File: config.mk
export PLATFORM = sky130hd
export DESIGN_NAME = rv_insn_encoder
export DESIGN_NICKNAME = d
export VERILOG_FILES = /design/src/rtl/rv_insn_encoder_pkg.sv /design/src/rtl/rv_insn_pack.sv /design/src/rtl/rv_insn_encoder.sv
export SDC_FILE = /design/constraint.sdc
export NUM_CORES = 1
export LEC_CHECK = 0
export CAP_MARGIN = 5
export CORE_UTILIZATION = 35
export CTS_CLUSTER_DIAMETER = 50
export DETAILED_ROUTE_END_ITERATION = 12
export PLACE_DENSITY = 0.73
export SKIP_CTS_REPAIR_TIMING = 1
export SLEW_MARGIN = 20
export SYNTH_ARGS = -nofsm -noshare
export SYNTH_HDL_FRONTEND = slang
export SYNTH_SLANG_ARGS = --single-unit
File: constraint.sdc
create_clock -name clk -period 3.7 [get_ports clk]
set_input_delay 0.74 -clock clk [delete_from_list [all_inputs] [get_ports clk]]
set_output_delay 0.74 -clock clk [all_outputs]
set_load 0.02 [all_outputs]
File: src/rtl/rv_insn_encoder_pkg.sv
// rv_insn_encoder_pkg: encoder op codes, RV64I opcode/funct constants, per-op format table and immediate range helper
package rv_insn_encoder_pkg;
  typedef enum logic [5:0] {
    BEQ, BNE, BLT, BGE, BLTU, BGEU, JALR, JAL, LUI, AUIPC,
    ADDI, SLLI, SLTI, SLTIU, XORI, SRLI, SRAI, ORI, ANDI,
    ADD, SUB, SLL, SLT, SLTU, XOR, SRL, SRA, OR, AND,
    ADDIW, SLLIW, SRLIW, SRAIW, ADDW, SUBW, SLLW, SRLW, SRAW,
    LB, LH, LW, LD, LBU, LHU, LWU, SB, SH, SW, SD,
    CSRRW, CSRRS, CSRRC, CSRRWI, CSRRSI, CSRRCI,
    FENCE, SCALL, SBREAK, SRET, WFI, MRTS
  } encoder_op_e;
  typedef enum logic [3:0] {
    FMT_R, FMT_I, FMT_SH64, FMT_SH32, FMT_S, FMT_B, FMT_U, FMT_J, FMT_CSR, FMT_SYS, FMT_BAD
  } fmt_e;
  typedef struct packed {
    fmt_e       fmt;
    logic [6:0] opc;
    logic [2:0] f3;
    logic [6:0] f7;
  } op_info_t;
  localparam logic [6:0] OPC_LUI      = 7'b0110111;
  localparam logic [6:0] OPC_AUIPC    = 7'b0010111;
  localparam logic [6:0] OPC_JAL      = 7'b1101111;
  localparam logic [6:0] OPC_JALR     = 7'b1100111;
  localparam logic [6:0] OPC_BRANCH   = 7'b1100011;
  localparam logic [6:0] OPC_LOAD     = 7'b0000011;
  localparam logic [6:0] OPC_STORE    = 7'b0100011;
  localparam logic [6:0] OPC_OP_IMM   = 7'b0010011;
  localparam logic [6:0] OPC_OP       = 7'b0110011;
  localparam logic [6:0] OPC_OP_IMM32 = 7'b0011011;
  localparam logic [6:0] OPC_OP32     = 7'b0111011;
  localparam logic [6:0] OPC_MISC_MEM = 7'b0001111;
  localparam logic [6:0] OPC_SYSTEM   = 7'b1110011;
  localparam logic [6:0] F7_BASE      = 7'b0000000;
  localparam logic [6:0] F7_ALT       = 7'b0100000;
  localparam logic [31:0] NOP         = 32'h0000_0013;
  // True when v is representable as an n-bit two's-complement value.
  function automatic logic sfits(input logic [31:0] v, input int n);
    logic [31:0] t;
    t = 32'($signed(v) >>> (n - 1));
    return t == '0 || &t;
  endfunction
  function automatic op_info_t op_info(input logic [5:0] op);
    case (op)
      BEQ:    return '{FMT_B, OPC_BRANCH, 3'd0, F7_BASE};
      BNE:    return '{FMT_B, OPC_BRANCH, 3'd1, F7_BASE};
      BLT:    return '{FMT_B, OPC_BRANCH, 3'd4, F7_BASE};
      BGE:    return '{FMT_B, OPC_BRANCH, 3'd5, F7_BASE};
      BLTU:   return '{FMT_B, OPC_BRANCH, 3'd6, F7_BASE};
      BGEU:   return '{FMT_B, OPC_BRANCH, 3'd7, F7_BASE};
      JALR:   return '{FMT_I, OPC_JALR, 3'd0, F7_BASE};
      JAL:    return '{FMT_J, OPC_JAL, 3'd0, F7_BASE};
      LUI:    return '{FMT_U, OPC_LUI, 3'd0, F7_BASE};
      AUIPC:  return '{FMT_U, OPC_AUIPC, 3'd0, F7_BASE};
      ADDI:   return '{FMT_I, OPC_OP_IMM, 3'd0, F7_BASE};
      SLLI:   return '{FMT_SH64, OPC_OP_IMM, 3'd1, F7_BASE};
      SLTI:   return '{FMT_I, OPC_OP_IMM, 3'd2, F7_BASE};
      SLTIU:  return '{FMT_I, OPC_OP_IMM, 3'd3, F7_BASE};
      XORI:   return '{FMT_I, OPC_OP_IMM, 3'd4, F7_BASE};
      SRLI:   return '{FMT_SH64, OPC_OP_IMM, 3'd5, F7_BASE};
      SRAI:   return '{FMT_SH64, OPC_OP_IMM, 3'd5, F7_ALT};
      ORI:    return '{FMT_I, OPC_OP_IMM, 3'd6, F7_BASE};
      ANDI:   return '{FMT_I, OPC_OP_IMM, 3'd7, F7_BASE};
      ADD:    return '{FMT_R, OPC_OP, 3'd0, F7_BASE};
      SUB:    return '{FMT_R, OPC_OP, 3'd0, F7_ALT};
      SLL:    return '{FMT_R, OPC_OP, 3'd1, F7_BASE};
      SLT:    return '{FMT_R, OPC_OP, 3'd2, F7_BASE};
      SLTU:   return '{FMT_R, OPC_OP, 3'd3, F7_BASE};
      XOR:    return '{FMT_R, OPC_OP, 3'd4, F7_BASE};
      SRL:    return '{FMT_R, OPC_OP, 3'd5, F7_BASE};
      SRA:    return '{FMT_R, OPC_OP, 3'd5, F7_ALT};
      OR:     return '{FMT_R, OPC_OP, 3'd6, F7_BASE};
      AND:    return '{FMT_R, OPC_OP, 3'd7, F7_BASE};
      ADDIW:  return '{FMT_I, OPC_OP_IMM32, 3'd0, F7_BASE};
      SLLIW:  return '{FMT_SH32, OPC_OP_IMM32, 3'd1, F7_BASE};
      SRLIW:  return '{FMT_SH32, OPC_OP_IMM32, 3'd5, F7_BASE};
      SRAIW:  return '{FMT_SH32, OPC_OP_IMM32, 3'd5, F7_ALT};
      ADDW:   return '{FMT_R, OPC_OP32, 3'd0, F7_BASE};
      SUBW:   return '{FMT_R, OPC_OP32, 3'd0, F7_ALT};
      SLLW:   return '{FMT_R, OPC_OP32, 3'd1, F7_BASE};
      SRLW:   return '{FMT_R, OPC_OP32, 3'd5, F7_BASE};
      SRAW:   return '{FMT_R, OPC_OP32, 3'd5, F7_ALT};
      LB:     return '{FMT_I, OPC_LOAD, 3'd0, F7_BASE};
      LH:     return '{FMT_I, OPC_LOAD, 3'd1, F7_BASE};
      LW:     return '{FMT_I, OPC_LOAD, 3'd2, F7_BASE};
      LD:     return '{FMT_I, OPC_LOAD, 3'd3, F7_BASE};
      LBU:    return '{FMT_I, OPC_LOAD, 3'd4, F7_BASE};
      LHU:    return '{FMT_I, OPC_LOAD, 3'd5, F7_BASE};
      LWU:    return '{FMT_I, OPC_LOAD, 3'd6, F7_BASE};
      SB:     return '{FMT_S, OPC_STORE, 3'd0, F7_BASE};
      SH:     return '{FMT_S, OPC_STORE, 3'd1, F7_BASE};
      SW:     return '{FMT_S, OPC_STORE, 3'd2, F7_BASE};
      SD:     return '{FMT_S, OPC_STORE, 3'd3, F7_BASE};
      CSRRW:  return '{FMT_CSR, OPC_SYSTEM, 3'd1, F7_BASE};
      CSRRS:  return '{FMT_CSR, OPC_SYSTEM, 3'd2, F7_BASE};
      CSRRC:  return '{FMT_CSR, OPC_SYSTEM, 3'd3, F7_BASE};
      CSRRWI: return '{FMT_CSR, OPC_SYSTEM, 3'd5, F7_BASE};
      CSRRSI: return '{FMT_CSR, OPC_SYSTEM, 3'd6, F7_BASE};
      CSRRCI: return '{FMT_CSR, OPC_SYSTEM, 3'd7, F7_BASE};
      FENCE:  return '{FMT_I, OPC_MISC_MEM, 3'd0, F7_BASE};
      SCALL, SBREAK, SRET, WFI, MRTS: return '{FMT_SYS, OPC_SYSTEM, 3'd0, F7_BASE};
      default: return '{FMT_BAD, OPC_OP_IMM, 3'd0, F7_BASE};
    endcase
  endfunction
endpackage

File: src/rtl/rv_insn_pack.sv
// rv_insn_pack: combinational (op, rd, rs1, rs2, imm) -> {insn, err}; illegal tuples become NOP with err
module rv_insn_pack
  import rv_insn_encoder_pkg::*;
(
  input  logic [5:0]  op,
  input  logic [4:0]  rd,
  input  logic [4:0]  rs1,
  input  logic [4:0]  rs2,
  input  logic [31:0] imm,
  output logic [31:0] insn,
  output logic        err
);
  op_info_t    info;
  logic [31:0] word;
  logic [31:0] i_w;
  logic [11:0] sys_f12;
  logic        ok;
  assign info = op_info(op);
  assign i_w = {imm[11:0], rs1, info.f3, rd, info.opc};
  assign sys_f12 = op == SCALL  ? 12'h000 :
                   op == SBREAK ? 12'h001 :
                   op == SRET   ? 12'h100 :
                   op == WFI    ? 12'h102 : 12'h305;
  always_comb begin
    word = i_w;
    ok = 1'b1;
    case (info.fmt)
      FMT_R:    word = {info.f7, rs2, rs1, info.f3, rd, info.opc};
      FMT_I:    ok = sfits(imm, 12);
      FMT_SH64: begin
        word = {info.f7[6:1], imm[5:0], rs1, info.f3, rd, info.opc};
        ok = imm[31:6] == '0;
      end
      FMT_SH32: begin
        word = {info.f7, imm[4:0], rs1, info.f3, rd, info.opc};
        ok = imm[31:5] == '0;
      end
      FMT_S: begin
        word = {imm[11:5], rs2, rs1, info.f3, imm[4:0], info.opc};
        ok = sfits(imm, 12);
      end
      FMT_B: begin
        word = {imm[12], imm[10:5], rs2, rs1, info.f3, imm[4:1], imm[11], info.opc};
        ok = !imm[0] && sfits(imm, 13);
      end
      FMT_U: begin
        word = {imm[31:12], rd, info.opc};
        ok = imm[11:0] == '0;
      end
      FMT_J: begin
        word = {imm[20], imm[10:1], imm[11], imm[19:12], rd, info.opc};
        ok = !imm[0] && sfits(imm, 21);
      end
      FMT_CSR:  ok = imm[31:12] == '0;
      FMT_SYS:  word = {sys_f12, 13'd0, OPC_SYSTEM};
      default:  ok = 1'b0;
    endcase
  end
  assign err = !ok;
  assign insn = ok ? word : NOP;
endmodule

File: src/rtl/rv_insn_encoder.sv
// rv_insn_encoder: two-stage valid/ready RV64I encoder; tuples in, address-tagged 32-bit words out, saturating error count
module rv_insn_encoder
  import rv_insn_encoder_pkg::*;
#(
  parameter int                ADDR_W     = 32,
  parameter logic [ADDR_W-1:0] RESET_ADDR = '0,
  parameter int                ERR_CNT_W  = 8
) (
  input  logic                 clk,
  input  logic                 reset,
  input  logic                 in_valid,
  output logic                 in_ready,
  input  logic [5:0]           in_op,
  input  logic [4:0]           in_rd,
  input  logic [4:0]           in_rs1,
  input  logic [4:0]           in_rs2,
  input  logic [31:0]          in_imm,
  output logic                 out_valid,
  input  logic                 out_ready,
  output logic [31:0]          out_insn,
  output logic [ADDR_W-1:0]    out_addr,
  output logic                 out_err,
  input  logic                 addr_load,
  input  logic [ADDR_W-1:0]    addr_base,
  output logic [ERR_CNT_W-1:0] err_cnt
);
  logic        s1_valid;
  logic [5:0]  s1_op;
  logic [4:0]  s1_rd;
  logic [4:0]  s1_rs1;
  logic [4:0]  s1_rs2;
  logic [31:0] s1_imm;
  logic [31:0] pk_insn;
  logic        pk_err;
  logic        s2_ready;
  logic        hs;
  logic        unused_base;
  assign s2_ready = !out_valid || out_ready;
  assign in_ready = !reset && (!s1_valid || s2_ready);
  assign hs = out_valid && out_ready;
  assign unused_base = ^addr_base[1:0];
  rv_insn_pack u_pack (
    .op   (s1_op),
    .rd   (s1_rd),
    .rs1  (s1_rs1),
    .rs2  (s1_rs2),
    .imm  (s1_imm),
    .insn (pk_insn),
    .err  (pk_err)
  );
  always_ff @(posedge clk) begin
    if (reset) begin
      s1_valid <= 1'b0;
      out_valid <= 1'b0;
      out_insn <= '0;
      out_err <= 1'b0;
      out_addr <= RESET_ADDR;
      err_cnt <= '0;
    end else begin
      if (in_ready) begin
        s1_valid <= in_valid;
        s1_op <= in_op;
        s1_rd <= in_rd;
        s1_rs1 <= in_rs1;
        s1_rs2 <= in_rs2;
        s1_imm <= in_imm;
      end
      if (s2_ready) begin
        out_valid <= s1_valid;
        if (s1_valid) begin
          out_insn <= pk_insn;
          out_err <= pk_err;
        end
      end
      // a load wins over the increment; the word leaving this cycle already shows its address
      out_addr <= addr_load ? {addr_base[ADDR_W-1:2], 2'b00} : hs ? out_addr + ADDR_W'(4) : out_addr;
      if (hs && out_err && !(&err_cnt)) err_cnt <= err_cnt + ERR_CNT_W'(1);
    end
  end
endmodule

==> metrics, run 1 <==
status=finished clean; # clock sinks=138; Die Footprint=0.02048 sq mm; largest net degree at the start of global routing=40; synth warn=0; DRC violations left=0; Routed Antenna Nets=0; TritonCTS clock tree=built; largest cells by area after synthesis=dfxtp_1 24%, edfxtp_1 23%, a21oi_1 4.6%; ys flop type=dfxtp_1; Layout area overhead=34.82%; Max Cap Viol=0; Via Count=6381; layout cells sized above 1=0.08096; core area=0.01946 sq mm; number of global-route vias before repair=5768; Hold Vio Cnt, Final=0; Worst-Margin Slew=0.8855 ns; Cell Pwr Density=445.9 mW/mm^2; Final #Nets=1001; Avg Vias per Cell=5.412; fraction of registers with async set/reset=0; Buffers & Inverters on Critical Path=2; final slew viol count=0; most frequent CP cell=clkdlybuf4s50_1; mapped cell area=0.006970 sq mm; wire per inst=17.01 microns; Clock Skews=0.007967 ns; Num CTS Buffers=17; Mean Syn Cell Area=9.294 sq um; slew margin rel.=0.4090; number of I/O pins=165; Cell variety after synth=81; Worst VDD drop=0.3037 mV; Rows=51; RSZ-0062 raised after global routing=false; leak pwr=3.308 nW; TritonRoute pass-1 iters=6; Die W=143.1 microns; Critical Path AT=2.36 ns; first-pass GRT wire length=31.06 mm; GP Congestion=0.8917; Slowest-stage cell, CP=clkdlybuf4s50_1; largest area contributor in the netlist=dfxtp_1; Setup CP Type=input pin to output pin; Port Buffers=160; startpoint types=input pin; CP endpoint kind=output pin; WHS=0.4490 ns; CTS H-tree lvls=4; Post-DP HPWL=14.59 mm; Seq/Total Area, Yosys=0.4724; Max Fclk=0.3222 GHz; Die Y=143.1 microns; number of synthesized register bits=138; drt total wl=20.06 mm; Synth top cells by count=85 x dfxtp_1, 85 x nand2_1, 74 x nor2_1; Critical Path RT=2.96 ns; Final setup viols=0; number of synthesized flops with an enable pin=53; largest stage delay on the critical path=0.64 ns; Mapped Cells=750; Max Fanout on Critical Path=9; clock buffer depth=2; Setup TNS=0 ns; Final period util=0.8389; grt ovf=0; Initial DRC Count=549; worst skew pair latency=0.42 ns; Tot GR Track Use=0.1974; critical path cell sequence=clkdlybuf4s50_1 -> and3b_1 -> nor2_8 -> clkdlybuf4s50_1; initial antenna violation count=0; Worst-path clk slew=0.05 ns; Clock Root Buffer=clkbuf_16; min-delay worst type=flop to flop; Starting Density=0.3581; Top delay family on crit path=buffers and inverters; Final Critical Period=3.104 ns; ant diodes=0; Synth top area share=0.2441
-- metrics by stage --
stage / cells / instance area (sq um) / power [mW] / setup WS [ns] / utilization
global route: 1179 / 9398 / 4.358 / 0.5302 / 0.4829
CTS: 1179 / 9398 / 4.216 / 0.5859 / 0.4829
detailed placement: 1147 / 8796 / 2.506 / 0.3555 / 0.4519
finish: 1179 / 9398 / 4.191 / 0.5959 / 0.4829
floorplan: 751 / 6977 / 2.203 / 0.7859 / -
global placement: 1147 / 8796 / 2.498 / 0.3666 / 0.4519
-- tightest hold or removal path, cell delays in order (launching register included) --
cell     delay (ns)
dfxtp_1        0.32
nand2_1        0.05
o31ai_1        0.05
-- area by class of cell --
class	count	area (sq um)
well taps	265	331.6
fillers	1817	10060
clock inverters	10	83.83
flip-flops and latches	138	3293
repair buffers	180	1747
clock buffers	22	518.0
multi-input cells	546	3357
inverters	18	67.56
-- sequential cells by signal, indices dropped and copies added (netlist names) --
signal,count
s1_imm,32
out_insn,31
out_addr,30
err_cnt,8
u_pack.i_w,8
s1_op,6
s1_rd,5
s1_rs1,5
s1_rs2,5
u_pack.info,5
out_err,1
out_valid,1
s1_valid,1
-- cell usage in the layout (no fill, tap or decap), types with 7 or more instances in the layout --
cell / count
nor4_1: 8
and3_1: 16
nand2_1: 85
a211oi_1: 9
dfxtp_1: 85
clkbuf_16: 20
nor3_1: 7
o21ai_0: 30
a22oi_1: 9
ha_1: 10
xor2_1: 12
o211ai_1: 8
o31ai_1: 22
xnor2_1: 17
edfxtp_1: 53
nand2b_1: 8
nand4_1: 14
a311oi_1: 7
inv_1: 17
buf_4: 20
nand3_1: 24
nor2_1: 72
a21oi_1: 64
a31oi_1: 9
mux2i_1: 7
or3_1: 11
clkdlybuf4s50_1: 159
-- final timing paths --
path | start | to | slack, ns | cells after the start
max | out_ready | in_ready | 0.60 | 4
min | out_insn[30] | out_insn[30] | 0.45 | 2
max reg2reg | out_valid | u_pack.i_w[6] | 0.92 | 10
min reg2reg | out_insn[30] | out_insn[30] | 0.45 | 2
-- routing by layer --
layer,vias to the layer above,wire length [microns],global-route usage
met1,3060,9051,0.2653
li1,3094,-,-
met3,30,1026,0.03421
met2,197,9582,0.3140
met5,-,0,0
met4,0,397,0.07810
-- power breakdown --
group / switching (mW) / leakage, nW / internal, mW
registers: 0.102 / 1.21 / 1.68
clock network: 0.646 / 0.306 / 1.06
logic: 0.388 / 1.79 / 0.320
total: 1.14 / 3.31 / 3.05
-- logic make-up after synthesis --
kind of cell / Yosys count / share of synthesized area
and+or+nand+nor: 285 / 0.2093
AOI/OAI and AO/OA: 210 / 0.2005
DFF: 138 / 0.4724
buffers and inverters: 67 / 0.04793
xor gates and xnor gates: 29 / 0.03644
adders and majority gates: 10 / 0.01795
muxes: 10 / 0.01490
other: 1 / 0.0005380
(Power assumes the default switching activity.)
==> run 2, diff against run 1 <==
--- a/config.mk
+++ b/config.mk
@@ -9,7 +9,7 @@
 export CORE_UTILIZATION = 35
 export CTS_CLUSTER_DIAMETER = 50
 export DETAILED_ROUTE_END_ITERATION = 12
-export PLACE_DENSITY = 0.73
+export PLACE_DENSITY = 0.71
 export SKIP_CTS_REPAIR_TIMING = 1
 export SLEW_MARGIN = 20
 export SYNTH_ARGS = -nofsm -noshare
==> constraint.sdc (replaced) <==
create_clock -name clk -period 3 [get_ports clk]
set_input_delay 0.6 -clock clk [delete_from_list [all_inputs] [get_ports clk]]
set_output_delay 0.6 -clock clk [all_outputs]
set_load 0.02 [all_outputs]
==> run 2 against run 1 <==
Clock-buffer cell count is 3 lower. First-iteration DRC count rose by 13%. Worst setup slack lost 0.43 ns. Total power is 26% higher. Final area is 2.1% higher. Non-clock buffer count grew 22. Clock power up 27%.
==> metrics, run 2 (same netlist as run 1, synthesis figures left out) <==
drt total wl=20.37 mm; Post-Layout Cell Count=1201; Post-DP HPWL=14.99 mm; Via Count=6386; grt ovf=0; Critical Path AT=2.23 ns; Starting Density=0.3581; Slowest-stage cell, CP=clkdlybuf4s50_1; number of I/O pins=165; P_sw=1.395 mW; Critical Path RT=2.40 ns; Num CTS Buffers=17; CP endpoint kind=output pin; Setup TNS=0 ns; largest net degree at the start of global routing=51; TritonCTS clock tree=built; core area=0.01946 sq mm; Register-to-Register Path Depth=10; wire per inst=16.96 microns; Die W=143.1 microns; Clock Root Buffer=clkbuf_16; Worst VDD drop=0.3765 mV; largest stage delay on the critical path=0.61 ns; Multi-input gate area=0.003357 sq mm; Worst-Margin Slew=0.7603 ns; TritonRoute pass-1 iters=5; most frequent cells in the layout=159 x clkdlybuf4s50_1, 85 x nand2_1, 85 x dfxtp_1; Max Fclk=0.3527 GHz; Top delay family on crit path=buffers and inverters; min-delay worst type=flop to flop; clock network power share=0.411; Final #Nets=1023; Tot GR Track Use=0.2007; Largest regs=s1_imm x32, out_insn x31, out_addr x30; Die Footprint=0.02048 sq mm; Initial DRC Count=620; Cell Pwr Density=549.4 mW/mm^2; CTS H-tree lvls=4; Max Cap Viol=0; fin util=0.4930; Rows=51; Clock Skews=0.009771 ns; first-pass GRT wire length=31.75 mm; clock buffer depth=2; Inst Count DP=1169; GP Congestion=0.8936; combinational share of power=0.173; Reg with most FFs=s1_imm; slew margin rel.=0.4919; Final period util=0.9450; Port Buffers=160; Setup CP Type=input pin to output pin; worst hold stages=2; DRC violations left=0; startpoint types=input pin; switching share of total power=0.2646; Int Pwr=3.877 mW; final slew viol count=0; Tot Pwr=5.272 mW; status=finished clean; RSZ-0062 raised after global routing=false; Routed Antenna Nets=0; Crit path depth=5; # clock sinks=138; Buffers & Inverters on Critical Path=3; Worst-path clk slew=0.06 ns; sequential cell area=0.003293 sq mm; most frequent CP cell=clkdlybuf4s50_1; Layout area overhead=37.66%; Die Y=143.1 microns; number of flip-flops in the largest register=32; number of global-route vias before repair=5982; Layout fillers=1827; Max Fanout on Critical Path=8; Hold Vio Cnt, Final=0; Avg Vias per Cell=5.317; ant diodes=0; Final Critical Period=2.835 ns; leak pwr=3.402 nW; Final setup viols=0; worst skew pair latency=0.42 ns; most common cell after layout, fill and taps aside=clkdlybuf4s50_1; critical path cell sequence=clkdlybuf4s50_1 -> and3b_1 -> nor2_8 -> buf_4 -> clkdlybuf4s50_1; layout cells sized above 1=0.09936; initial antenna violation count=0; Seq pwr share=0.416
==> run 2: cell count changes in the layout (fill, tap and decap cells not counted) <==
cell,change
bufinv_16,+3
clkbuf_8,-1
clkbuf_1,+1
clkinv_1,+2
buf_4,+20
clkinv_2,-4
inv_6,-1
inv_4,-1
clkbuf_16,-3
buf_12,+2
clkinvlp_4,+4
==> run 2: worst reg2reg max path, cell delays in order, from the launching register on <==
cell	delay, ns
dfxtp_1	0.43
and3b_1	0.36
nor2_8	0.05
mux2_2	0.25
inv_1	0.10
ha_1	0.26
buf_4	0.17
nand2_1	0.08
a21boi_0	0.30
nor2_1	0.10
o32ai_1	0.22
==> run 2: layer usage <==
metal / track usage / wire (microns) / vias up
li1: - / - / 3122
met1: 0.2698 / 9247 / 3012
met2: 0.3202 / 9660 / 226
met3: 0.03655 / 1116 / 26
met4: 0.07357 / 343 / 0
met5: 0 / 0 / -
==> run 2: final timing paths <==
| path | start | endpoint | slack (ns) |
|---|---|---|---|
| min reg2reg | out_insn[3] | out_insn[3] | 0.45 |
| max | out_ready | in_ready | 0.17 |
| max reg2reg | s1_valid | u_pack.i_w[6] | 0.59 |
| min | out_insn[3] | out_insn[3] | 0.45 |
==> run 2: power groups by stage <==
stage | Combinational [mW] | Clock (mW) | Sequential [mW]
2_1_floorplan | 0.500 | 0 | 2.22
3_3_place_gp | 0.908 | 0 | 2.22
3_5_place_dp | 0.906 | 0 | 2.23
4_1_cts | 0.909 | 2.21 | 2.19
5_1_grt | 0.997 | 2.29 | 2.20
6_report | 0.912 | 2.17 | 2.19
==> run 2: through the flow <==
step | hold WS (ns) | setup slack (ns) | area (sq um)
after floorplan | 0.4317 | 0.2259 | 6977
after global placement | 0.4344 | 0.01587 | 8986
after detailed placement | 0.4414 | 0.006807 | 8986
after CTS | 0.4548 | 0.1613 | 9595
after global routing | 0.4779 | 0.1010 | 9595
final | 0.4478 | 0.1651 | 9595
==> run 2: final cells by class <==
type | instances | share of cell area
clock buffer | 19 | 0.04512
sequential | 138 | 0.3432
tap | 265 | 0.03455
timing repair buffer | 202 | 0.2019
multi-input combinational | 546 | 0.3499
inverter | 18 | 0.007041
clock inverter | 13 | 0.01839
==> run 3, diff against run 2 <==
--- a/config.mk
+++ b/config.mk
@@ -5,6 +5,7 @@
 export SDC_FILE = /design/constraint.sdc
 export NUM_CORES = 1
 export LEC_CHECK = 0
+export ABC_CLOCK_PERIOD_IN_PS = 3000
 export CAP_MARGIN = 5
 export CORE_UTILIZATION = 35
 export CTS_CLUSTER_DIAMETER = 50
==> results of run 3 <==
Same layout as run 2: the final DEF is identical, and so are final timing and power.
==> variant (settings of run 3) <==
Set the parameter `ERR_CNT_W` to 10 (it was 8).
--- a/src/rtl/rv_insn_encoder.sv
+++ b/src/rtl/rv_insn_encoder.sv
@@ -6,3 +6,3 @@
   parameter logic [ADDR_W-1:0] RESET_ADDR = '0,
-  parameter int                ERR_CNT_W  = 8
+  parameter int                ERR_CNT_W  = 10
 ) (
Ports: changed (resized err_cnt); port bits go from 165 to 167. The function was not compared with the original's and may differ.
==> variant against run 3 <==
  * Total power fell by 0.52%
  * Area after synthesis rose by 2.5%
  * Clock skew fell by 0.00059 ns
  * Worst setup slack improved by 0.27 ns
  * Sequential cell count rose by 2
  * Critical path depth rose by 4
  * Cell area rose by 2.2%
  * Wire length rose by 2.2%
  * Non-clock buffer count rose by 6
  * Global-route usage fell by 0.053 points
  * Largest cell class unchanged
  * Largest power group unchanged
==> variant: results <==
[sta]
fin_crit_sh = 0.8551
hold_slack_ns = 0.4702
finClkSkew_ns = 0.009186
worst_slew_pin_slew_ns = 0.6540
slew_viol_final = 0

[yosys]
synth_cell_type_count = 69
ys_seq_area_frac = 0.4663
synth_commonest_cells = dfxtp_1, nor2_1, nand2_1
async_flop_share = 0
synthCells = 751
synth_area_leaders = dfxtp_1, edfxtp_1, nor2_1

[worst_setup_path]
crit-reg2reg-launch = u_pack.info[18]
ff2ff_path_depth = 7
r2r-end = out_insn[18]
path_max_fanout = 5
worstSetupEndpoint = u_pack.i_w[12]
reg2reg_slack_ns = 0.58

[detailed_routing]
drt_first_iter_violations = 475
firstDrtPassIters = 5
routed_wl_um = 20820
wire_per_inst_um = 17.26
vias = 6498

[cells_and_area]
nFillCells = 1799
fin_nets = 1028
drive_gt1_frac = 0.1201
n_antenna_cell = 0

[placed_design]
placed_area_um2 = 9225
hpwlAfterDp_um = 14540
numPlacedInstances = 1174
numPortBuffers = 162
gp_congestion = 0.8990
pre_cts_ws_ns = -0.01290

[flow_run]
max-cap-violations = 0

[global_route]
grt_usage = 0.2002
grt_pass1_vias = 6205
grt_max_degree = 44
grt_pass1_wl_um = 33240

[min_path]
holdPathEnd = out_insn[15]
hp-start = out_insn[15]

[clock_tree]
cts_buffers = 17
clock_latency_ns = 0.43

[power]
p_leak_nw = 3.579
power_switching_mw = 1.518
vdd_drop_max_v = 0.0003543

[outcome]
status = finished, final reports clean
[variant: cell types whose count changed after synthesis, sizes merged, moves of 7 or more]
cell,run 3,this run
o31ai,22,29
o21ai,31,22
nor2b,3,11
nand3,25,55
mux2i,7,18
nand2,85,63
xor2,12,21
nor4,10,17
a21oi,65,44
or3,11,3
[variant: cells by family after synthesis]
kind of cell               Yosys count  synth area share
and+or+nand+nor                    295            0.2044
AOI/OAI and AO/OA                  175            0.1806
DFF                                140            0.4663
buffers and inverters               66           0.04498
xor gates and xnor gates            39           0.04779
muxes                               25           0.03781
adders and majority gates           10           0.01750
other                                1         0.0005246
[variant: critical path, stage by stage]
cell             delay (ns)
clkdlybuf4s50_1        0.47
and3b_1                0.19
nor2_2                 0.20
mux2_4                 0.36
ha_1                   0.33
inv_1                  0.07
o221ai_1               0.18
a221oi_1               0.10
a311oi_1               0.36
[variant: layer usage]
metal	global-route usage	wire [um]
met5	0	0
met4	0.08564	571
met3	0.05377	1745
met2	0.3072	9342
met1	0.2636	9156
[variant: final cells by class]
class | instances | area (um2) | area share
Sequential cell | 140 | 3333 | 0.3400
Inverter | 15 | 56.30 | 0.005743
Tap cell | 265 | 331.6 | 0.03382
Clock buffer | 19 | 442.9 | 0.04518
Timing Repair Buffer | 208 | 2006 | 0.2046
Multi-Input combinational cell | 546 | 3505 | 0.3575
Clock inverter | 13 | 128.9 | 0.01315
[variant: power groups by stage]
stage / Combinational [mW] / Clock, mW / Sequential [mW]
after CTS: 0.980 / 2.09 / 2.21
final: 0.985 / 2.05 / 2.21
after global placement: 0.972 / 0 / 2.24
after floorplan: 0.561 / 0 / 2.25
after global routing: 1.07 / 2.17 / 2.22
after detailed placement: 0.972 / 0 / 2.24
